`src/rtl/apb_pkg.sv`:
```
// rtl/apb_pkg.sv - shared APB state encoding, bus width defaults and lane helper
package apb_pkg;

   localparam int APB_ADDR_WIDTH = 32;
   localparam int APB_DATA_WIDTH = 32;
   localparam int BPW            = APB_DATA_WIDTH / 8;

   typedef enum logic [1:0] {
      APB_IDLE,
      APB_SETUP,
      APB_ACCESS
   } apb_state_e;

   // Number of byte-offset bits below the word index for a given data width.
   function automatic int lane_bits(input int data_width);
      return $clog2(data_width / 8);
   endfunction

endpackage

```
`src/rtl/apb_slv_wait_ctr.sv`:
```
// rtl/apb_slv_wait_ctr.sv - loadable 4-bit down-counter pacing ACCESS wait states
module apb_slv_wait_ctr (
   input  logic       pclock,
   input  logic       presetn,
   input  logic       load,
   input  logic [3:0] load_val,
   input  logic       dec,
   output logic       done
);

   logic [3:0] cnt;

   // Load wins over decrement; decrement holds at zero so done stays asserted.
   always_ff @(posedge pclock or negedge presetn) begin
      if (!presetn) begin
         cnt <= 4'd0;
      end else if (load) begin
         cnt <= load_val;
      end else if (dec && (cnt != 4'd0)) begin
         cnt <= cnt - 4'd1;
      end
   end

   assign done = (cnt == 4'd0);

endmodule

```
`src/rtl/apb_slave_mem.sv`:
```
// rtl/apb_slave_mem.sv - APB completer backed by a word-addressed flop memory
module apb_slave_mem
   import apb_pkg::*;
#(
   parameter int ADDR_WIDTH  = APB_ADDR_WIDTH,
   parameter int DATA_WIDTH  = APB_DATA_WIDTH,
   parameter int DEPTH       = 16,
   parameter int WAIT_STATES = 0
) (
   input  logic                  pclock,
   input  logic                  presetn,
   input  logic                  psel,
   input  logic                  penable,
   input  logic                  pwrite,
   input  logic [ADDR_WIDTH-1:0] paddr,
   input  logic [DATA_WIDTH-1:0] pwdata,
   output logic [DATA_WIDTH-1:0] prdata,
   output logic                  pready,
   output logic                  pslverr
);

   localparam int LSB = lane_bits(DATA_WIDTH);
   localparam int WW  = ADDR_WIDTH - LSB;
   localparam int IW  = (DEPTH > 1) ? $clog2(DEPTH) : 1;

   apb_state_e            state;
   apb_state_e            state_next;
   logic [ADDR_WIDTH-1:0] addr_q;
   logic                  wr_q;
   logic [DATA_WIDTH-1:0] wdata_q;
   logic [DATA_WIDTH-1:0] mem [DEPTH];

   logic                  capture;
   logic                  ctr_dec;
   logic                  done;
   logic                  err;
   logic                  complete;
   logic [WW-1:0]         word;
   logic [IW-1:0]         idx;

   // Decode works only from latched address so bus changes during ACCESS are harmless.
   assign word     = addr_q[ADDR_WIDTH-1:LSB];
   assign idx      = word[IW-1:0];
   assign err      = (addr_q[LSB-1:0] != '0) || (word >= WW'(DEPTH));
   assign complete = (state == APB_ACCESS) && done;

   assign pready  = complete;
   assign pslverr = complete && err;
   assign prdata  = (complete && !wr_q && !err) ? mem[idx] : '0;

   apb_slv_wait_ctr u_wait_ctr (
      .pclock   (pclock),
      .presetn  (presetn),
      .load     (capture),
      .load_val (4'(WAIT_STATES)),
      .dec      (ctr_dec),
      .done     (done)
   );

   // Next-state and counter control; a new setup may start in the completing cycle.
   always_comb begin
      state_next = state;
      capture    = 1'b0;
      ctr_dec    = 1'b0;
      case (state)
         APB_IDLE: begin
            if (psel && !penable) begin
               state_next = APB_SETUP;
               capture    = 1'b1;
            end
         end
         APB_SETUP: begin
            state_next = APB_ACCESS;
         end
         APB_ACCESS: begin
            if (done) begin
               if (psel && !penable) begin
                  state_next = APB_SETUP;
                  capture    = 1'b1;
               end else begin
                  state_next = APB_IDLE;
               end
            end else if (!psel) begin
               state_next = APB_IDLE;
            end else begin
               ctr_dec = 1'b1;
            end
         end
         default: begin
            state_next = APB_IDLE;
         end
      endcase
   end

   // State register.
   always_ff @(posedge pclock or negedge presetn) begin
      if (!presetn) begin
         state <= APB_IDLE;
      end else begin
         state <= state_next;
      end
   end

   // Capture the transfer's address, direction and data at setup.
   always_ff @(posedge pclock or negedge presetn) begin
      if (!presetn) begin
         addr_q  <= '0;
         wr_q    <= 1'b0;
         wdata_q <= '0;
      end else if (capture) begin
         addr_q  <= paddr;
         wr_q    <= pwrite;
         wdata_q <= pwdata;
      end
   end

   // Storage: written only on a clean completing write.
   always_ff @(posedge pclock or negedge presetn) begin
      if (!presetn) begin
         for (int i = 0; i < DEPTH; i++) begin
            mem[i] <= '0;
         end
      end else if (complete && wr_q && !err) begin
         mem[idx] <= wdata_q;
      end
   end

endmodule

```
`config.mk`:
```
export PLATFORM = sky130hd
export DESIGN_NAME = apb_slave_mem
export DESIGN_NICKNAME = d
export VERILOG_FILES = /design/src/rtl/apb_pkg.sv /design/src/rtl/apb_slv_wait_ctr.sv /design/src/rtl/apb_slave_mem.sv
export SDC_FILE = /design/constraint.sdc
export NUM_CORES = 1
export LEC_CHECK = 0
export ABC_AREA = 1
export BUFFER_PORTS_ARGS = -buffer_cell sky130_fd_sc_hd__buf_2
export CAP_MARGIN = 0
export CORE_MARGIN = 5
export CORE_UTILIZATION = 50
export DETAILED_ROUTE_END_ITERATION = 12
export PLACE_DENSITY_LB_ADDON = 0.05
export REMOVE_ABC_BUFFERS = 1
export SYNTH_ARGS = -nofsm -noshare
export SYNTH_HDL_FRONTEND = slang
export SYNTH_SLANG_ARGS = --single-unit
```
`constraint.sdc`:
```
create_clock -name pclock -period 2.2 [get_ports pclock]
set_clock_uncertainty 0.2 [all_clocks]
set_input_delay 0.22 -clock pclock [delete_from_list [all_inputs] [get_ports pclock]]
set_output_delay 0.22 -clock pclock [all_outputs]
set_load 0.05 [all_outputs]
```
### After elaboration in Yosys (flattened, before gate mapping)

Index checks and enable logic that the tools add are counted.
Widths: inputs -> output; s select.

* bits in registers: 583
* bits in latches: 0
* RAM bits: 0
* ROM bits: 0
* input port bits: 69
* output and inout port bits: 34
* logic and storage cells: 69
* memories kept: 0

* add/subtract/negate cells: 1
* multipliers: 0
* div/mod/pow operators: 0
* $lt $le $gt $ge: 3
* eq/ne operators: 4
* shift-type cells: 0
* multiplexer cells: 20
* bitwise logic cells: 1
* reductions and logical operators: 19

Operator list (count)
* $bwmux 512: 1
* $bmux 32 s4: 1
* $demux 32 s4: 1
* $mux 32: 4
* $ge 30x5->1 const B: 1
* $logic_and 1x1->1: 9
* $mux 4: 2
* $mux 1: 6
* $mux 2: 3
* $pmux 2 s3: 1
* $ge 5x5->1 const B: 1
* $lt 5x1->1 const B: 1
* $not 4->5: 1
* $logic_not 4->1: 1
* $reduce_bool 2->1: 2
* $reduce_bool 4->1: 1
* $sub 4x1->4 const B: 1
* $logic_not 1->1: 3
* $ne 3x3->1 const B: 1
* $eq 2x1->1 const B: 1
* $eq 2x2->1 const B: 1
* $logic_not 2->1: 1
* $ne 2x2->1 const B: 1
* $pmux 1 s2: 1
* 2 further kinds: 2

### Longest topological paths before layout

* word-level depth: 6
* depth in mapped cells: 13
* mapped depth without buffers: 10

### Cells and area by module

A second synthesis with hierarchy kept.

* cells, all modules: 4727
* area, all modules: 31803.0 µm²

By module, submodules not included
* apb_slave_mem: times used 1, cells an instance 4681, area each 31507.7 µm², sequential area each 14488.9 µm²
* apb_slv_wait_ctr: times used 1, cells an instance 46, area each 295.3 µm², sequential area each 100.1 µm²

### Worst setup path before layout

OpenSTA, ideal clock, no wires.

* path type: flip-flop to output port
* start point: register u_wait_ctr.cnt[0]
* end point: output port prdata[10]
* arrival time: 2.248 ns
* required time: 1.780 ns
* slack: -0.468 ns
* stages on the path, launching flop included: 8
* buffers on the path: 1
* path through: dfrtp_1 > inv_1 > ha_1 > nand4_1 > inv_1 > nand3_1 > clkbuf_1 > nor2_1

* word-level cells in the longest chain between the ends: 5

Ends and longest elaborated chain
* start, declared: line apb_slv_wait_ctr.sv:11 `logic [3:0] cnt;`
* start signal, assigned: line apb_slv_wait_ctr.sv:18 `cnt <= load_val;`
* start signal, assigned: line apb_slv_wait_ctr.sv:20 `cnt <= cnt - 4'd1;`
* $logic_not 4->1: line apb_slv_wait_ctr.sv:24 `assign done = (cnt == 4'd0);`
* $logic_and 1x1->1: line apb_slave_mem.sv:45 `assign complete = (state == APB_ACCESS) && done;`
* net pready: line apb_slave_mem.sv:18 `output logic pready,`
* $logic_and 1x1->1 (2 in a row): line apb_slave_mem.sv:49 `assign prdata = (complete && !wr_q && !err) ? mem[idx] : '0;`
* $mux 32: line apb_slave_mem.sv:49
* end, declared: line apb_slave_mem.sv:17 `output logic [DATA_WIDTH-1:0] prdata,`

The timed path passes the listed nets, and every way through them passes these cells.

### Worst setup path in the final report

* start point: register addr_q[2]
* end point: output port prdata[0]

* word-level cells in the longest chain between the ends: 5
* elaborated cells between the ends (all ways): 9
* those cells by class: order compare (1); mux (4); bitwise (1); reduce/logical (3)

Ends and longest elaborated chain
* start, declared: line apb_slave_mem.sv:28 `logic [ADDR_WIDTH-1:0] addr_q;`
* start signal, assigned: line apb_slave_mem.sv:111 `addr_q <= paddr;`
* $ge 30x5->1 or $not 4->5 (tied branches): line apb_slave_mem.sv:44, apb_slave_mem.sv:49
* $logic_or 1x1->1 or $bmux 32 s4 (tied branches): line apb_slave_mem.sv:44, apb_slave_mem.sv:49
* $logic_not 1->1 or $mux 32 (tied branches): line apb_slave_mem.sv:49
* $logic_and 1x1->1 or $mux 32 (tied branches): line apb_slave_mem.sv:49
* $mux 32 *: line apb_slave_mem.sv:49

Every way passes the cells marked *; elsewhere a longest branch is shown, timed or not. The select of a mux whose other input is x is not followed.

==> impl_metrics.env <==
export IMPL_clk_path_buf_depth=3
export IMPL_numCtsBuffers=70
export IMPL_hold_viol=0
export IMPL_htreeDepth=3
export IMPL_total_power_w=0.0400
export IMPL_nets=4999
export IMPL_worstPathArrival_ns=2.41
export IMPL_power_per_cell_area_nw_per_um2=963
export IMPL_hpwl_um=69100
export IMPL_antenna_found_initial=2
export IMPL_ys_seq_area_share_pct=46.1
export IMPL_initial_utilization_pct=50.3
export IMPL_dp_slack_ns=-0.0353
export IMPL_core_area_sq_um=62900
export IMPL_final_antenna_net_count=0
export IMPL_die_x_um=262
export IMPL_cts_sinks=583
export IMPL_synthesis_area_sq_um=31600
export IMPL_r2r_cells=12
export IMPL_tns_ns=-58.43
export IMPL_violations="negative setup slack"
export IMPL_place_gp_congestion=0.879
export IMPL_drv_cap=0
export IMPL_outcome="finished with violations"
export IMPL_critPathRequiredTime_ns=1.78
export IMPL_critPathMaxFanout=14
export IMPL_wl_per_cell_um=21.6
export IMPL_fp_dieArea_sq_um=68400
export IMPL_place_inst=5542
export IMPL_startpoint="addr_q[2]"
export IMPL_antenna_cells=0
export IMPL_first_global_vias=29563
export IMPL_endpoint_kind="output port"
export IMPL_tightest_slew_ns=0.835
export IMPL_hold_path_class="input pin to asynchronous set/reset pin"
export IMPL_grt_use_total_pct=34.0
export IMPL_rows=92
export IMPL_ir_drop_mv=0.641
export IMPL_ys_ff_latch=583
export IMPL_post_route_period_util_pct=128
export IMPL_syn_to_final_growth_pct=31.2
export IMPL_drt_iter0_drc=3243
export IMPL_min_period_ns=2.83
export IMPL_tritoncts="yes"
export IMPL_cts_root_buf="clkbuf_16"
export IMPL_grt_pass1_wl_um=179000
export IMPL_die_h_um=262
export IMPL_setup_ws_ns=-0.627
export IMPL_path_class="register to output port"
export IMPL_wirelength_um=126000
export IMPL_worst_r2r_setup_slack_ns=-0.19
export IMPL_rsz0062_at_grt="yes"
export IMPL_maxSlewViolCount=0
export IMPL_vias=32022
export IMPL_clk_pin_slew_ns=0.06
export IMPL_ys_warn_count=0
export IMPL_slew_limit_headroom_pct=44.3
export IMPL_first_pass_iters=8
export IMPL_placed_cell_area_sq_um=35500
export IMPL_ys_types=19
export IMPL_num_io_pins=103
export IMPL_grt_max_degree=85
export IMPL_setup_viol=534
export IMPL_grt_overflow_total=0
export IMPL_syn_mean_instance_area_sq_um=6.73
export IMPL_p_leak_nw=22.4
export IMPL_final_cells=5829
export IMPL_synth_cells=4703
export IMPL_r2r_start="u_wait_ctr.cnt[0]"
export IMPL_drive_gt1_share_pct=16.2
export IMPL_fmax_ghz=0.354
export IMPL_vias_per_cell=5.49
export IMPL_portBuffers=102
export IMPL_cp_start_kind="register"
export IMPL_drc=0
export IMPL_r2r_end="mem[99]"
export IMPL_clkLatencyLatePin_ns=0.62
export IMPL_stdcell_area_sq_um=41500
-- worst max-delay path by stage --
stage / end / slack [ns] / cells past startpoint
CTS: prdata[21] / -0.63 / 12
finish: prdata[0] / -0.63 / 13
floorplan: mem[0] / -12.88 / 7
detailed placement: prdata[13] / -0.04 / 12
global route: prdata[1] / -0.74 / 13
global placement: prdata[27] / -0.02 / 13
-- synth_stat cells, drive strengths merged --
cell	n	share of area (%)
clkbuf	228	2.7
a21oi	1	0.016
o21ai	38	0.60
nor2	75	0.92
buf	161	2.4
nand2	2521	30
dfrtp	583	46
or2	2	0.040
o22ai	1	0.020
inv	544	6.5
nor3	2	0.032
ha	2	0.079
nand4	516	10
nand3	29	0.46
-- per-layer routing --
metal | track usage [%] | vias to the layer above | wire [um]
met5 | 0 | - | 13
met4 | 11.9 | 2 | 6080
met3 | 7.49 | 340 | 12500
met2 | 52.6 | 1556 | 55700
met1 | 47.7 | 15180 | 51800
li1 | - | 14944 | -
-- report_power, final --
group	internal, W	leakage, nW	switching (W)	total (W)
Combinational	0.00568	13.2	0.00949	0.0152
Clock	0.00719	1.18	0.00485	0.0120
Sequential	0.0112	8.04	0.00156	0.0127
Total	0.0240	22.4	0.0159	0.0400
-- critical path: stages, from the launching register on --
cell,delay (ns)
dfrtp_4,0.49
buf_12,0.16
buf_16,0.18
buf_16,0.17
nand2_1,0.06
nand2_1,0.05
nand2_1,0.08
nand2_1,0.06
nand2_1,0.05
nand2_1,0.05
inv_1,0.05
nand2_1,0.09
nor2_1,0.10
buf_4,0.20
-- through the flow --
stage / utilization (%) / hold WS (ns)
floorplan: - / -0.276
global placement: 56.4 / -0.0341
detailed placement: 56.4 / -0.0341
CTS: 62.7 / 0.0293
global route: 66.0 / 0.0641
finish: 66.0 / 0.0454
-- cells by family after synthesis --
| group | Yosys count | synth area share, % |
|---|---|---|
| buffers and inverters | 933 | 11.6 |
| flip-flops | 583 | 46.1 |
| AO/OA/AOI/OAI | 40 | 0.637 |
| AND/OR/NAND/NOR | 3145 | 41.6 |
| adder cells (fa/ha/maj) | 2 | 0.0791 |
-- what timing repair did --
action | CTS | global route
gates resized for setup | 141 | 258
hold buffers | 69 | 0
setup endpoints to repair | 40 | 546
cloned | 10 | 46
pin swaps | 20 | 40
buffers inserted | 15 | 28
endpoints found under the hold margin | 654 | 0
-- sequential cells by signal, indices dropped and copies added (netlist names) --
| signal | flops |
|---|---|
| addr_q | 32 |
| mem | 512 |
| state | 2 |
| u_wait_ctr.cnt | 4 |
| wdata_q | 32 |
| wr_q | 1 |
-- cell type report --
cell class | instances | area [sq um]
Clock buffer | 105 | 2140
Clock inverter | 22 | 228
Fill cell | 5540 | 21400
Inverter | 544 | 2070
Multi-Input combinational cell | 3187 | 14300
Sequential cell | 583 | 14600
Tap cell | 846 | 1060
Timing Repair Buffer | 542 | 7110
-- placed cells by master (no fill, tap or decap), drive strengths merged --
cell            n
nand2        2521
dfrtp         583
inv           547
nand4         516
buf           435
clkbuf        144
nor2           75
dlygate4sd3    68
o21ai          38
nand3          29
clkinv         14
bufinv          4
or2             2
nor3            2
ha              2
a21oi           1
o22ai           1
clkinvlp        1
No activity file was read; power rests on OpenSTA's default activity.
